==> config.mk <==
export PLATFORM = sky130hd
export DESIGN_NAME = vecmat_engine
export DESIGN_NICKNAME = d
export VERILOG_FILES = /design/src/rtl/vecmat_engine.sv
export SDC_FILE = /design/constraint.sdc
export NUM_CORES = 1
export LEC_CHECK = 0
export ABC_CLOCK_PERIOD_IN_PS = 13450
export CAP_MARGIN = 25
export CORE_MARGIN = 3
export CORE_UTILIZATION = 51
export DETAILED_ROUTE_END_ITERATION = 16
export HOLD_SLACK_MARGIN = 0.12
export PLACE_DENSITY = 0.69
export REMOVE_ABC_BUFFERS = 1
export SLEW_MARGIN = 20
export SYNTH_ARGS = -nofsm -noshare
export SYNTH_HDL_FRONTEND = slang
export SYNTH_SLANG_ARGS = --single-unit
==> constraint.sdc <==
create_clock -name clk -period 13.45 [get_ports clk]
set_input_delay 2.69 -clock clk [delete_from_list [all_inputs] [get_ports clk]]
set_output_delay 2.69 -clock clk [all_outputs]
set_load 0.03 [all_outputs]
==> src/rtl/vecmat_engine.sv <==
// Signed fixed-point vector x matrix engine: y[c] = sum_r x[r]*W[r][c], rounded and saturated to 16 bits.
// Optional ReLU on results when VECMAT_RELU_EN is defined; states READY|CLEAR|MAC|OUT|DONE.
module vecmat_engine #(
  parameter int ROW_BITS  = 4,
  parameter int COL_BITS  = 4,
  parameter int FRAC_BITS = 12,
  parameter int ACC_W     = 40
) (
  input  logic                clk,
  input  logic                rst_n,
  input  logic                start_i,
  input  logic                abort_i,
  input  logic [ROW_BITS-1:0] rows_m1_i,
  input  logic [COL_BITS-1:0] cols_m1_i,
  input  logic [15:0]         data1_i,
  input  logic [15:0]         data2_i,
  output logic [ROW_BITS-1:0] sel_row_o,
  output logic [COL_BITS-1:0] sel_col_o,
  output logic                ready_o,
  output logic                busy_o,
  output logic                done_o,
  output logic                out_valid_o,
  output logic [15:0]         out_data_o,
  output logic [COL_BITS-1:0] out_col_o
);

  typedef enum logic [2:0] {S_READY, S_CLEAR, S_MAC, S_OUT, S_DONE} state_t;

  localparam logic signed [ACC_W-1:0] RND_HALF = ACC_W'(64'sd1 << (FRAC_BITS - 1));
  localparam logic signed [ACC_W-1:0] SAT_MAX  = ACC_W'(32767);
  localparam logic signed [ACC_W-1:0] SAT_MIN  = -(ACC_W'(32768));

  state_t                    state_q, state_d;
  logic [ROW_BITS-1:0]       rows_q, rows_d, row_cnt_q, row_cnt_d, sel_row_q, sel_row_d;
  logic [COL_BITS-1:0]       cols_q, cols_d, col_q, col_d, sel_col_q, sel_col_d;
  logic [COL_BITS-1:0]       out_col_q, out_col_d;
  logic [15:0]               out_data_q, out_data_d;
  logic signed [ACC_W-1:0]   acc_q, acc_d;
  logic signed [31:0]        prod;
  logic signed [ACC_W-1:0]   mac_sum, rnd, shr;
  logic [15:0]               sat_res, fmt_res;
  logic                      load_out;

  // Result formatting works on the sum being written by the final MAC edge,
  // so out_data is already registered when OUT is entered.
  always_comb begin
    prod    = $signed(data1_i) * $signed(data2_i);
    mac_sum = acc_q + {{(ACC_W-32){prod[31]}}, prod};
    rnd     = mac_sum + RND_HALF;
    shr     = rnd >>> FRAC_BITS;
    if (shr > SAT_MAX)      sat_res = 16'h7FFF;
    else if (shr < SAT_MIN) sat_res = 16'h8000;
    else                    sat_res = shr[15:0];
`ifdef VECMAT_RELU_EN
    fmt_res = sat_res[15] ? 16'h0000 : sat_res;
`else
    fmt_res = sat_res;
`endif
  end

  always_comb begin
    state_d    = state_q;
    rows_d     = rows_q;
    cols_d     = cols_q;
    row_cnt_d  = row_cnt_q;
    col_d      = col_q;
    sel_row_d  = sel_row_q;
    sel_col_d  = sel_col_q;
    acc_d      = acc_q;
    load_out   = 1'b0;
    case (state_q)
      S_READY: begin
        if (start_i) begin
          rows_d    = rows_m1_i;
          cols_d    = cols_m1_i;
          col_d     = '0;
          sel_row_d = '0;
          sel_col_d = '0;
          state_d   = S_CLEAR;
        end
      end
      S_CLEAR: begin
        acc_d     = '0;
        row_cnt_d = '0;
        sel_row_d = (sel_row_q == rows_q) ? sel_row_q : sel_row_q + ROW_BITS'(1);
        state_d   = S_MAC;
      end
      S_MAC: begin
        acc_d     = mac_sum;
        sel_row_d = (sel_row_q == rows_q) ? sel_row_q : sel_row_q + ROW_BITS'(1);
        if (row_cnt_q == rows_q) begin
          load_out = 1'b1;
          state_d  = S_OUT;
        end else begin
          row_cnt_d = row_cnt_q + ROW_BITS'(1);
        end
      end
      S_OUT: begin
        if (col_q != cols_q) begin
          col_d     = col_q + COL_BITS'(1);
          sel_row_d = '0;
          sel_col_d = col_q + COL_BITS'(1);
          state_d   = S_CLEAR;
        end else begin
          state_d = S_DONE;
        end
      end
      S_DONE:  state_d = S_READY;
      default: state_d = S_READY;
    endcase
    if (abort_i) begin
      state_d  = S_READY;
      acc_d    = '0;
      load_out = 1'b0;
    end
  end

  assign out_data_d = load_out ? fmt_res : out_data_q;
  assign out_col_d  = load_out ? col_q : out_col_q;

  always_ff @(posedge clk or negedge rst_n) begin
    if (!rst_n) begin
      state_q    <= S_READY;
      rows_q     <= '0;
      cols_q     <= '0;
      row_cnt_q  <= '0;
      col_q      <= '0;
      sel_row_q  <= '0;
      sel_col_q  <= '0;
      acc_q      <= '0;
      out_data_q <= '0;
      out_col_q  <= '0;
    end else begin
      state_q    <= state_d;
      rows_q     <= rows_d;
      cols_q     <= cols_d;
      row_cnt_q  <= row_cnt_d;
      col_q      <= col_d;
      sel_row_q  <= sel_row_d;
      sel_col_q  <= sel_col_d;
      acc_q      <= acc_d;
      out_data_q <= out_data_d;
      out_col_q  <= out_col_d;
    end
  end

  assign sel_row_o   = sel_row_q;
  assign sel_col_o   = sel_col_q;
  assign ready_o     = (state_q == S_READY);
  assign busy_o      = (state_q == S_CLEAR) || (state_q == S_MAC) || (state_q == S_OUT);
  assign done_o      = (state_q == S_DONE);
  assign out_valid_o = (state_q == S_OUT);
  assign out_data_o  = out_data_q;
  assign out_col_o   = out_col_q;

endmodule

-- Yosys cells after proc, flatten, opt, wreduce, memory -nomap -nowiden
Cells that the tools add are included.
- add/subtract/negate cells: 5
- multiply operators: 1
- order comparisons: 2
- equal/unequal tests: 13
- multiplexer cells: 20
- reductions and logical operators: 13
- operators by type and width (operator ; count):
    40-bit one-hot mux with 2 select lines ; 1
    40-bit by 13-bit adder with 40-bit output, second input constant ; 1
    40-bit adder ; 1
    40-bit 2-to-1 mux ; 1
    16-bit by 16-bit multiplier with 32-bit output ; 1
    16-bit 2-to-1 mux ; 2
    28-bit by 16-bit greater-than comparator with 1-bit output, second input constant ; 1
    28-bit by 16-bit < comparator with 1-bit output, second input constant ; 1
    4-bit 2-to-1 mux ; 5
    4-bit one-hot mux with 2 select lines ; 2
    4-bit by 1-bit adder with 4-bit output, second input constant ; 3
    3-bit 2-to-1 mux ; 4
    3-bit one-hot mux with 4 select lines ; 1
    4-bit one-hot mux with 3 select lines ; 1
    4-bit == test ; 2
    3-bit by 2-bit == test with 1-bit output, second input constant ; 2
    2-bit != test, second input constant ; 3
    3-bit != test, second input constant ; 2
    2-bit AND reduction ; 3
    3-bit nonzero test ; 2
    4-bit != test ; 1
    4-bit AND reduction ; 1
    2-bit nonzero test ; 2
    3-bit by 1-bit == test with 1-bit output, second input constant ; 1
    7 further kinds ; 10
- register bits after elaboration: 83
- input port bits: 44
- word-level logic and storage cells: 63

-- Logic depth before layout (Yosys ltp)
Gate-level depths: netlist of run 1.
- depth after elaboration: 6
- gate-level depth with buffers: 40

-- Worst setup path after synthesis of run 1
Ideal clock, no wire load.
- path kind: input port to flip-flop
- from: input data2_i[3]
- to: register out_data_q[10] (netlist: out_data_o[10])
- library setup time: 101 ps
- arrival: 11832 ps
- path slack: 1518 ps
- stages: 34
- cell sequence: clkbuf_1 > nand2_1 > fa_1 > inv_1 > fa_1 > fa_1 > fa_1 > fa_1 > inv_1 > fa_1 > inv_1 > ha_1 > a21o_1 > a21o_1 > or3_1 > a211o_1 > a31o_2 > a21oi_1 > xnor2_1 > ha_1 > clkbuf_1 > nand2_1 > or3_1 > a2111oi_2 > or2_1 > a21oi_1 > xnor2_1 > nand2_2 > or3_1 > or3_1 > a211oi_1 > a41oi_2 > buf_4 > o32ai_1
- word-level cells in the longest chain between the ends: 6
- elaborated cells between the ends (all ways): 7
- ends and longest elaborated chain (element ; line ; text):
    start: declaration ; 16 ; input logic [15:0] data2_i,
    16-bit by 16-bit multiplier with 32-bit output * ; 47 ; prod = $signed(data1_i) * $signed(data2_i);
    40-bit adder * ; 48 ; mac_sum = acc_q + {{(ACC_W-32){prod[31]}}, prod};
    40-bit by 13-bit adder with 40-bit output * ; 49 ; rnd = mac_sum + RND_HALF;
    28-bit by 16-bit < comparator with 1-bit output ; 52 ; else if (shr < SAT_MIN) sat_res = 16'h8000;
    16-bit 2-to-1 mux ; 52 ;
    16-bit 2-to-1 mux * ; 51 ; if (shr > SAT_MAX) sat_res = 16'h7FFF;
    end signal: assignment ; 142 ; out_data_q <= out_data_d;
    end: declaration ; 37 ; logic [15:0] out_data_q, out_data_d;
Every way passes the cells marked *; elsewhere a longest branch is shown, timed or not.
A chain may end at the register's enable or synchronous reset.

-- Worst setup path after layout of run 1
- from: input data1_i[7]
- to: register out_data_q[9] (netlist: out_data_o[9])
- word-level cells in the longest chain between the ends: 6
- elaborated cells between the ends (all ways): 7
- ends and longest elaborated chain (element ; line ; text):
    start: declaration ; 15 ; input logic [15:0] data1_i,
    16-bit by 16-bit multiplier with 32-bit output * ; 47 ;
    40-bit adder * ; 48 ;
    40-bit by 13-bit adder with 40-bit output * ; 49 ;
    28-bit by 16-bit < comparator with 1-bit output ; 52 ;
    16-bit 2-to-1 mux ; 52 ;
    16-bit 2-to-1 mux * ; 51 ;
Marks and branches as above.

==> flow_summary_export.csv, run 1 <==
group,metric,value,unit
run_status,outcome,"finished, final reports clean",
clock_network,insertion_delay,340,ps
critical_path,critPathMaxFanout,15,
yosys,synth_enable_flop_cells,0,
critical_path,critPathLaunchType,"primary input",
timing,period_share,0.950,
place,place_inst,2272,
layout,num_antenna_cells,0,
critical_path,critPathSlowestCell,"clkdlybuf4s50_1",
layout,nets,2325,
detailed_routing,antenna_left,0,
floorplan,die_h,185,um
yosys,yosysTopAreaCellShare,0.322,
place,dp_hpwl,30800,um
yosys,synth_area_per_cell,8.93,um^2
critical_path,max_stage_delay,720,ps
global_routing,grt_start_max_net_pins,73,
global_routing,antenna_found_initial,0,
timing,setup_viol,0,
layout,regArea,2080,um^2
flow_run,cap_violations,0,
yosys,synth_seq_cells,83,
yosys,synth_compound_gate_area_share,0.126,
yosys,synthTopCellsByArea,"fa_1 (32%), dfrtp_1 (13%), ha_1 (9.8%)",
clock_network,cts_tree,"yes",
yosys,synth_flop_cell,"dfrtp_1",
global_routing,gr-total-overflow,0,
global_routing,grt_pass1_wl,65900,um
layout,drive_gt1_frac,0.0565,
yosys,ys_types,84,
clock_network,clkSinkCount,83,
timing,tightest_slew,840,ps
detailed_routing,vias_per_cell,5.53,
critical_path,cp.arrival,13010,ps
floorplan,die_area,34200,um^2
yosys,synth-async-reset-ratio,1.00,
critical_path,critical_path_class,"in2reg",
clock_network,clk_pin_slew,60,ps
yosys,yosys.area_share.xor_xnor,0.0560,
timing,slew_violations,0,
floorplan,core,31100,um^2
yosys,synthSimpleGateAreaFrac,0.164,
critical_path,worstSetupEndpointType,"flop",
floorplan,rows,64,
critical_path,cp.required,13680,ps
yosys,synth_cells,1831,
timing,setup_tns,0,ps
timing,max_slew_margin,0.433,
timing,max_freq,78.2,MHz
detailed_routing,dr.pass1.iters,5,
detailed_routing,drt_iter0_drc,627,
clock_network,cts_hold_buf,0,
floorplan,io_pins,76,
detailed_routing,vias,12661,
global_routing,first_global_vias,13084,
detailed_routing,wl_per_cell,16.3,um
hold_path,hp-class,"reg2reg",
layout,final-instance-count-excl-fill,2290,
layout,synthToLayoutAreaGrowth,10.2,%
clock_network,htree_num_levels,3,
yosys,synth.most_common_cell,"inv_1",
yosys,ys_seq_area_frac,0.127,
yosys,synth_area,16300,um^2
layout,multiInputGateArea,12800,um^2
timing,hold_viol_final,0,
place,place.port_buffers,75,
timing,fin_worst_skew,8.09,ps
detailed_routing,routed_wl,37400,um
yosys,yosys.area_share.adder,0.420,
clock_network,clk_path_buf_depth,2,
yosys,synth_top_family_by_area,"adder cells",
yosys,yosysWarningCount,0,
layout,utilization,0.580,
clock_network,cts_root_buf,"clkbuf_16",
detailed_routing,drc,0,
yosys,synth_top_cell_by_area,"fa_1",
layout,nFillCells,2770,
floorplan,die_w,185,um
critical_path,crit_top_cell,"fa_1",
timing,period_needed,12780,ps
global_routing,gr-usage-all-layers,0.234,
place,place_congestion,0.885,
floorplan,start_util,0.526,
yosys,synthTopCellsByCount,"inv_1 (344), fa_1 (263), nand2_1 (199)",
clock_network,tritoncts.num_buffers,9,
yosys,synthMuxAreaShare,0.0116,
## final cells by class
class	count	share of cell area
multi-input cells	1338	0.709
flip-flops and latches	83	0.115
inverters	344	0.0719
repair buffers	114	0.0590
well taps	396	0.0275
clock buffers	9	0.0125
clock inverters	6	0.00500
## metrics by stage
step | hold slack (ps) | setup WS (ps) | instance area (um^2)
floorplan | 455 | 1800 | 16100
CTS | 491 | 112 | 17900
global route | 522 | -22.4 | 18000
finish | 485 | 668 | 18000
global placement | 468 | -81.7 | 17600
detailed placement | 472 | -136 | 17600
## placed cells by master (no fill, tap or decap), drive strengths merged, types with 63 or more instances in the layout
cell / Yosys / layout
xnor2: 75 / 75
a21oi: 63 / 63
fa: 263 / 263
clkdlybuf4s50: 0 / 70
nor2: 69 / 69
ha: 128 / 128
dfrtp: 83 / 83
o21ai: 77 / 77
inv: 344 / 344
and2: 133 / 133
nand2: 200 / 200
## layer usage
metal | vias up | share of wire | track usage
met5 | - | 0 | 0
met4 | 0 | 0.017 | 0.0462
met3 | 51 | 0.048 | 0.0247
met2 | 341 | 0.46 | 0.373
met1 | 6273 | 0.47 | 0.351
li1 | 5996 | - | -
## final timing paths
| kind | from | to | slack [ps] | cells past startpoint |
|---|---|---|---|---|
| worst max-delay path | data1_i[7] | out_data_o[9] | 670 | 36 |
| max in group asynchronous | rst_n | out_data_o[9] | 10340 | 3 |
| worst min register to register | out_data_o[15] | out_data_o[15] | 490 | 1 |
| min in group asynchronous | rst_n | sel_row_o[0] | 2180 | 1 |
| worst max register to register | acc_q[14] | out_data_o[9] | 8500 | 13 |
| worst min-delay path | out_data_o[15] | out_data_o[15] | 490 | 1 |
## kinds of logic (layout without fill, tap and decap cells)
kind of cell    Yosys count  after routing
simple gates            529            529
flops                    83             83
compound gates          298            298
xor+xnor                103            103
mux                      17             17
fa+ha+maj               391            391
buf+inv                 410            473
## state kept, by name, indices dropped and copies added, names as in the netlist
| name | flops |
|---|---|
| sel_col_o | 4 |
| row_cnt_q | 4 |
| state_q | 3 |
| out_data_o | 16 |
| out_col_o | 4 |
| acc_q | 40 |
| rows_q | 4 |
| sel_row_o | 4 |
| cols_q | 4 |
## worst max-delay path, delay by kind of cell
family          cells  cell delay [ps]
buf+inv             5             1120
fa+ha+maj           8             3940
simple gates        9             2050
xor+xnor            1               90
compound gates     13             3090
## repair_timing
action / CTS / global route
gates resized for setup: 0 / 12
hold endpoints to repair: 0 / 0
setup endpoints to repair: 0 / 16
setup buffers: 0 / 2
Power of run 1 is not shown: default switching activity piles up to over one toggle a cycle in this logic, so the estimate is an artifact.
==> run 2: changes to the inputs <==
--- a/config.mk
+++ b/config.mk
@@ -5,13 +5,15 @@
 export SDC_FILE = /design/constraint.sdc
 export NUM_CORES = 1
 export LEC_CHECK = 0
-export ABC_CLOCK_PERIOD_IN_PS = 13450
+export ABC_CLOCK_PERIOD_IN_PS = 11500
 export CAP_MARGIN = 25
 export CORE_MARGIN = 3
 export CORE_UTILIZATION = 51
 export DETAILED_ROUTE_END_ITERATION = 16
+export GPL_TIMING_DRIVEN = 0
 export HOLD_SLACK_MARGIN = 0.12
-export PLACE_DENSITY = 0.69
+export MAX_ROUTING_LAYER = met4
+export PLACE_DENSITY = 0.72
 export REMOVE_ABC_BUFFERS = 1
 export SLEW_MARGIN = 20
 export SYNTH_ARGS = -nofsm -noshare
==> constraint.sdc (replaced) <==
create_clock -name clk -period 11.5 [get_ports clk]
set_input_delay 2.3 -clock clk [delete_from_list [all_inputs] [get_ports clk]]
set_output_delay 2.3 -clock clk [all_outputs]
set_load 0.03 [all_outputs]
==> run 2 against run 1 <==
- global-route usage up 0.80 points
- wire length up 5.2%
- non-clock buffer count up 2
- die area unchanged
- final cell count up 0.17%
- final area up 4.0%
- via count up 2.2%
- critical endpoint is now out_data_o[13]
- highest routed layer unchanged
==> flow_summary_export.csv, run 2 (synthesized netlist as in run 1, its figures left out) <==
group,metric,value,unit
place,dp_hpwl,30000,um
timing,slew_violations,0,
timing,max_freq,87.5,MHz
critical_path,r2r_start,"acc_q[0]",
global_routing,met2_usage,0.380,
detailed_routing,dr.pass1.iters,5,
floorplan,die_h,185,um
detailed_routing,antenna_left,0,
timing,period_share,0.994,
place,place_congestion,0.885,
hold_path,worstHoldStart,"acc_q[16]",
critical_path,rr_worst_depth,19,
floorplan,die_w,185,um
clock_network,clkSinkCount,83,
detailed_routing,routed_wl,39400,um
global_routing,first_global_vias,13278,
clock_network,clk_path_buf_depth,2,
clock_network,tritoncts.num_buffers,9,
layout,largest_reg_flops,40,
floorplan,core,31100,um^2
critical_path,critPathLaunchType,"primary input",
clock_network,cts_root_buf,"clkbuf_16",
layout,regArea,2080,um^2
floorplan,io_pins,76,
global_routing,gr-usage-all-layers,0.242,
clock_network,insertion_delay,340,ps
critical_path,worstSetupStartpoint,"data2_i[8]",
detailed_routing,vias,12935,
global_routing,antenna_found_initial,0,
layout,synthToLayoutAreaGrowth,14.6,%
global_routing,grt_pass1_wl,66100,um
clock_network,htree_num_levels,3,
critical_path,r2r_end,"out_data_o[13]",
critical_path,crit_top_cell,"fa_1",
clock_network,cts_tree,"yes",
timing,fin_hold_ws,493,ps
critical_path,max_stage_delay,600,ps
global_routing,grt_start_max_net_pins,48,
layout,multiInputGateArea,13500,um^2
timing,tightest_slew,874,ps
flow_run,cap_violations,0,
critical_path,critPathMaxFanout,16,
hold_path,hold_depth,2,
critical_path,critical_path_class,"in2reg",
timing,fin_worst_skew,9.79,ps
layout,final_common_cell,"inv_1",
place,place.port_buffers,75,
layout,nFillCells,2625,
hold_path,hp-class,"reg2reg",
critical_path,worstSetupEndpointType,"flop",
layout,top_register,"acc_q",
global_routing,busiest_layer,"met2",
timing,period_needed,11430,ps
layout,drive_gt1_frac,0.128,
detailed_routing,wl_per_cell,17.2,um
hold_path,hold_end,"acc_q[16]",
critical_path,reg2reg_slack,6430,ps
layout,mostFrequentLayoutCells,"inv_1 (341), fa_1 (250), nand2_1 (197)",
detailed_routing,drc,0,
critical_path,cp.required,11700,ps
critical_path,critPathSlowestCell,"fa_1",
global_routing,gr-total-overflow,0,
layout,num_antenna_cells,0,
floorplan,die_area,34200,um^2
floorplan,start_util,0.526,
layout,nets,2328,
detailed_routing,drt_iter0_drc,699,
run_status,outcome,"finished, final reports clean",
critical_path,cp.arrival,11640,ps
global_routing,grtUsageMet1,0.342,
clock_network,clk_pin_slew,70,ps
detailed_routing,vias_per_cell,5.64,
floorplan,rows,64,
timing,max_slew_margin,0.417,
global_routing,met3_usage,0.0312,
timing,setup_viol,0,
timing,hold_viol_final,0,
run 2: worst max path at each step:
stage	end	cells past startpoint	slack [ps]
after CTS	out_data_o[7]	36	10
after floorplan	out_data_o[0]	32	240
final	out_data_o[13]	38	70
after global routing	out_data_o[10]	39	-230
after detailed placement	out_data_o[12]	35	-2190
after global placement	out_data_o[7]	35	-2100
run 2: critical path, delay by kind of cell:
kind	cells	cell delay, ps
AO/OA/AOI/OAI	11	2100
XOR/XNOR	3	560
adder cells (fa/ha/maj)	8	3720
buffers and inverters	8	1100
AND/OR/NAND/NOR	8	1820
run 2: metal layers:
layer,vias to the layer above,wire length (um),part of all wire
met4,0,573,0.015
li1,5987,-,-
met5,-,0,0
met2,384,18900,0.48
met1,6512,17700,0.45
met3,52,2180,0.055
run 2: per-stage QoR:
stage,setup slack [ps],setup TNS [ps],cells,instance area (um^2),util
floorplan,238,0,1765,16100,-
global placement,-2100,-37270,2236,17300,0.558
detailed placement,-2190,-38620,2241,17400,0.561
CTS,9.97,0,2268,17900,0.578
global route,-226,-3120,2294,18700,0.603
finish,66.5,0,2294,18700,0.603
run 2: what timing repair did:
item | 4_1_cts | 5_1_grt
endpoints found under the hold margin | 0 | 0
hold buffers | 0 | 0
pin swaps | 12 | 58
resized for setup | 216 | 137
gates cloned | 1 | 1
endpoints found under the setup margin | 21 | 16
buffers inserted | 10 | 25
run 2: cell type report:
cell class                      instances  area share
Multi-Input combinational cell       1339       0.719
Sequential cell                        83       0.111
Inverter                              344      0.0691
Timing Repair Buffer                  116      0.0598
Tap cell                              396      0.0264
Clock buffer                           10      0.0122
Clock inverter                          6     0.00307
Power of run 2 is left out for the same reason.
